## src/rtl/countdown_timer.sv

```systemverilog
// HH:MM:SS down-counter with preset load, start/pause control, done pulse and alarm level.
// Time fields decrement once per T_HOLD cycles while running; number is packed decimal H*10000+M*100+S.
module countdown_timer #(
  parameter int T_HOLD       = 100_000_000,
  parameter int T_HOLD_WIDTH = $clog2(T_HOLD)
) (
  input  logic        clk,
  input  logic        rst,
  input  logic        load,
  input  logic [7:0]  load_hours,
  input  logic [7:0]  load_minutes,
  input  logic [7:0]  load_seconds,
  input  logic        start,
  input  logic        pause,
  output logic [23:0] number,
  output logic        running,
  output logic        done,
  output logic        alarm
);

  typedef enum logic [1:0] {IDLE, RUN, PAUSED, EXPIRED} state_t;

  state_t                  state_q, state_d;
  logic [7:0]              h_q, m_q, s_q;
  logic [7:0]              h_d, m_d, s_d;
  logic [T_HOLD_WIDTH-1:0] presc_q, presc_d;
  logic                    done_q, done_d;
  logic                    is_zero;
  logic                    sec_tick;

  assign is_zero  = (h_q == 8'd0) && (m_q == 8'd0) && (s_q == 8'd0);
  assign sec_tick = (presc_q == T_HOLD_WIDTH'(T_HOLD - 1));

  always_comb begin
    state_d = state_q;
    h_d     = h_q;
    m_d     = m_q;
    s_d     = s_q;
    presc_d = presc_q;
    done_d  = 1'b0;

    // load overrides everything else, including a same-cycle start
    if (load) begin
      h_d     = (load_hours   > 8'd23) ? 8'd23 : load_hours;
      m_d     = (load_minutes > 8'd59) ? 8'd59 : load_minutes;
      s_d     = (load_seconds > 8'd59) ? 8'd59 : load_seconds;
      presc_d = '0;
      state_d = IDLE;
    end else begin
      case (state_q)
        IDLE: begin
          if (start && !is_zero) begin
            state_d = RUN;
            presc_d = '0;
          end
        end
        RUN: begin
          if (pause) begin
            state_d = PAUSED;
          end else if (sec_tick) begin
            presc_d = '0;
            if (s_q != 8'd0) begin
              s_d = s_q - 8'd1;
            end else if (m_q != 8'd0) begin
              m_d = m_q - 8'd1;
              s_d = 8'd59;
            end else if (h_q != 8'd0) begin
              h_d = h_q - 8'd1;
              m_d = 8'd59;
              s_d = 8'd59;
            end
            if ((h_d == 8'd0) && (m_d == 8'd0) && (s_d == 8'd0)) begin
              state_d = EXPIRED;
              done_d  = 1'b1;
            end
          end else begin
            presc_d = presc_q + T_HOLD_WIDTH'(1);
          end
        end
        PAUSED: begin
          if (start) state_d = RUN;
        end
        EXPIRED: begin
          state_d = EXPIRED;
        end
        default: state_d = IDLE;
      endcase
    end
  end

  always_ff @(posedge clk or posedge rst) begin
    if (rst) begin
      state_q <= IDLE;
      h_q     <= 8'd0;
      m_q     <= 8'd0;
      s_q     <= 8'd0;
      presc_q <= '0;
      done_q  <= 1'b0;
    end else begin
      state_q <= state_d;
      h_q     <= h_d;
      m_q     <= m_d;
      s_q     <= s_d;
      presc_q <= presc_d;
      done_q  <= done_d;
    end
  end

  assign number  = ({16'd0, h_q} * 24'd10000) + ({16'd0, m_q} * 24'd100) + {16'd0, s_q};
  assign running = (state_q == RUN);
  assign alarm   = (state_q == EXPIRED);
  assign done    = done_q;

endmodule

```

## config.mk

```make
export PLATFORM = sky130hd
export DESIGN_NAME = countdown_timer
export DESIGN_NICKNAME = d
export VERILOG_FILES = /design/src/rtl/countdown_timer.sv
export SDC_FILE = /design/constraint.sdc
export NUM_CORES = 1
export LEC_CHECK = 0
export CORE_MARGIN = 2
export CORE_UTILIZATION = 50
export CTS_CLUSTER_SIZE = 16
export DETAILED_ROUTE_END_ITERATION = 10
export PLACE_DENSITY = 0.8
export SETUP_SLACK_MARGIN = 0.15
export SYNTH_ARGS = -nofsm -noshare
export SYNTH_HDL_FRONTEND = slang
export SYNTH_SLANG_ARGS = --single-unit
```

## constraint.sdc

```tcl
create_clock -name clk -period 7.06 [get_ports clk]
set_input_delay 1.765 -clock clk [delete_from_list [all_inputs] [get_ports clk]]
set_output_delay 1.765 -clock clk [all_outputs]
set_load 0.02 [all_outputs]
```

==> run metrics <==
slew at the pin closest to its max-slew limit 0.813 ns; Ant. Diodes 0; Clk Latency, worst-skew pair 0.30 ns; r2r worst-path depth 11; root buffer cell clkbuf_16; adder-cell share of the synthesized area 0.278; status completed; Core ar. 0.0121 mm²; CP Max Fanout 3; hpwl dp 11400 µm; cell area after placement 0.00715 mm²; overall routing resource usage 0.226; XOR/XNOR share of the synthesized area 0.0630; WHS Path Cells 1; CTS clk-pin slew, worst paths 0.06 ns; CP startpoint kind register; largest net degree at the start of global routing 55; Netlist cell types 66; cell leakage power 0.00348 µW; DIE AREA 0.0134 mm²; Post-Syn Instances 747; sequential area share after synthesis 0.216; Synth Area in Simple Gates 0.199; crit path kind reg -> out; Max VDD drop 0.218 mV; via/cell ratio 5.73; Via Count 5721; CTS tree built; Post-synth EDFFs 0; most common cell in the netlist ha_1; post-synth top area cell dfrtp_1; Slew Viols, Final 0; Ports 56; worst flop-to-flop path startpoint s_q[0]; required time of the critical path 5.30 ns; Max Freq 147 MHz; placed insts 983; syn nets 903; Power Density 243 mW/mm²; Rows 40; Starting Density 0.517; first-pass GRT wire length 24800 µm; CTS Buf Count 5; R2R Setup Slk 3.79 ns; # setup viols final 0; CTS Buffer Depth 2; final wirelength 15400 µm; RR Endpoint presc_q[2]; Pre-antenna DRT Iters 5; Die X 116 µm; arrival time at the worst endpoint 5.03 ns; FFs w/ async S/R, synth 1.00; Hold Startpoint presc_q[14]; H-tree Lvls 2; Tmin final 6.80 ns; clk_skew 0.00732 ns; DR iter-0 viols 464; Nets 987; top cell types by occurrence after synthesis 107 x ha_1, 80 x nor2_1, 69 x inv_1; vias in the first global route 5365; final hold violation count 0; hold endpoint presc_q[14]; Design Area, Final 0.00767 mm²; GP Congestion 0.931; largest family of logic cells by synthesized area adder cells; yosys warns 0; Syn Std Cell Area 0.00626 mm²; Synth top area share 0.216; clock sinks 54; aggregate global routing overflow 0; DR WL/cell 15.4 µm; synth top area cells dfrtp_1 22%, ha_1 21%, fa_1 6.4%; layout cells sized above 1 0.146; area grow syn2layout 22.7%; Final Cycle Share 0.963; max-cap violation count 0; non-filler instance count after layout 999; CP endpoint kind primary output; DRT antenna net count 0; DRC viols 0; buffers added on ports 54; multiplexer share of the synthesized area 0.00980; Synth Flop Type dfrtp_1; slew margin rel. 0.456; Post-Syn Area per Cell 8.37 µm²; antenna violations before repair 0; RSZ-0062 raised after global routing true; chip height 116 µm; HP Class reg -> reg; #FFs+latches synth 54; compound-gate portion of the synthesized area 0.171
what timing repair did:
item	4_1_cts	5_1_grt
hold endpoints to repair	0	0
setup endpoints to repair	8	10
setup buffers	3	6
resized for setup	26	58
pin swaps	11	30
hold buffers	0	0
power breakdown:
part / leakage, µW / switching [µW] / internal [µW]
logic: 0.00273 / 654 / 650
clock network: 0.0000640 / 109 / 130
registers: 0.000686 / 9.43 / 315
logic make-up after synthesis:
group	after synthesis
AO/OA/AOI/OAI	172
XOR/XNOR	45
adder cells (fa/ha/maj)	127
buffers and inverters	92
flip-flops	54
multiplexers	6
other	1
AND/OR/NAND/NOR	250
routing by layer:
| layer | vias up | share of wire | global-route usage |
|---|---|---|---|
| met4 | 0 | 0.013 | 0.0460 |
| met1 | 2739 | 0.46 | 0.318 |
| met3 | 23 | 0.043 | 0.0277 |
| li1 | 2811 | - | - |
| met2 | 148 | 0.49 | 0.377 |
| met5 | - | 0 | 0 |
worst max-delay path by stage:
| stage | from | end | slack [ns] |
|---|---|---|---|
| finish | h_q[3] | number[22] | 0.26 |
| floorplan | h_q[2] | number[20] | 0.19 |
| global route | h_q[3] | number[22] | 0.07 |
| CTS | h_q[2] | number[20] | 0.12 |
| detailed placement | h_q[2] | number[20] | -0.12 |
| global placement | h_q[2] | number[20] | -0.05 |
flip-flops by register name, indices dropped and copies added (netlist names):
register  cells
presc_q      27
h_q           8
m_q           8
s_q           8
state_q       2
done          1
layout by cell type, fill, tap and decap left out, types with 4 or more instances in the layout:
cell	instances
dfrtp_1	51
o31ai_1	9
ha_4	15
fa_1	19
xor2_1	16
nand2b_1	5
nand3_1	29
nor4_1	10
o21a_1	5
xnor2_1	27
ha_1	89
nor2b_1	7
or2_2	4
clkdlybuf4s50_1	47
buf_4	47
and2_1	4
a21oi_2	6
and3_1	11
clkbuf_16	5
o21ai_0	56
inv_1	60
mux2i_1	5
nand2_1	50
a31oi_1	9
a211oi_1	5
o21bai_1	4
nor2_1	77
inv_2	9
a21oi_1	33
a21o_1	6
o22ai_1	5
nor3_1	16
nand4_1	7
or3_1	8
final cells by class:
cell class	instances	area (µm²)
Sequential cell	54	1360
Tap cell	168	210
Clock buffer	7	133
Multi-Input combinational cell	601	4840
Timing Repair Buffer	99	870
Inverter	70	263
Fill cell	985	4440
worst max-delay path: stages (launching register included):
cell	delay (ns)
dfrtp_1	0.39
inv_2	0.09
ha_4	0.21
ha_4	0.26
inv_2	0.03
fa_1	0.48
fa_1	0.54
inv_2	0.06
fa_2	0.55
ha_4	0.22
ha_4	0.28
o21ai_4	0.06
a211oi_2	0.14
o21a_1	0.18
o41a_1	0.19
a311oi_2	0.13
or3_4	0.43
buf_6	0.13
nor4b_4	0.19
buf_4	0.17
through the flow:
| step | hold slack (ns) | TNS, ns | power [µW] | worst slack (ns) | util |
|---|---|---|---|---|---|
| floorplan | 0.460 | 0 | 1010 | 0.192 | - |
| global placement | 0.477 | -0.0474 | 1420 | -0.0474 | 0.590 |
| detailed placement | 0.499 | -0.286 | 1440 | -0.116 | 0.590 |
| CTS | 0.512 | 0 | 1710 | 0.118 | 0.607 |
| global route | 0.557 | 0 | 2000 | 0.0736 | 0.634 |
| finish | 0.512 | 0 | 1870 | 0.262 | 0.634 |
No activity file was read; power rests on OpenSTA's default activity.
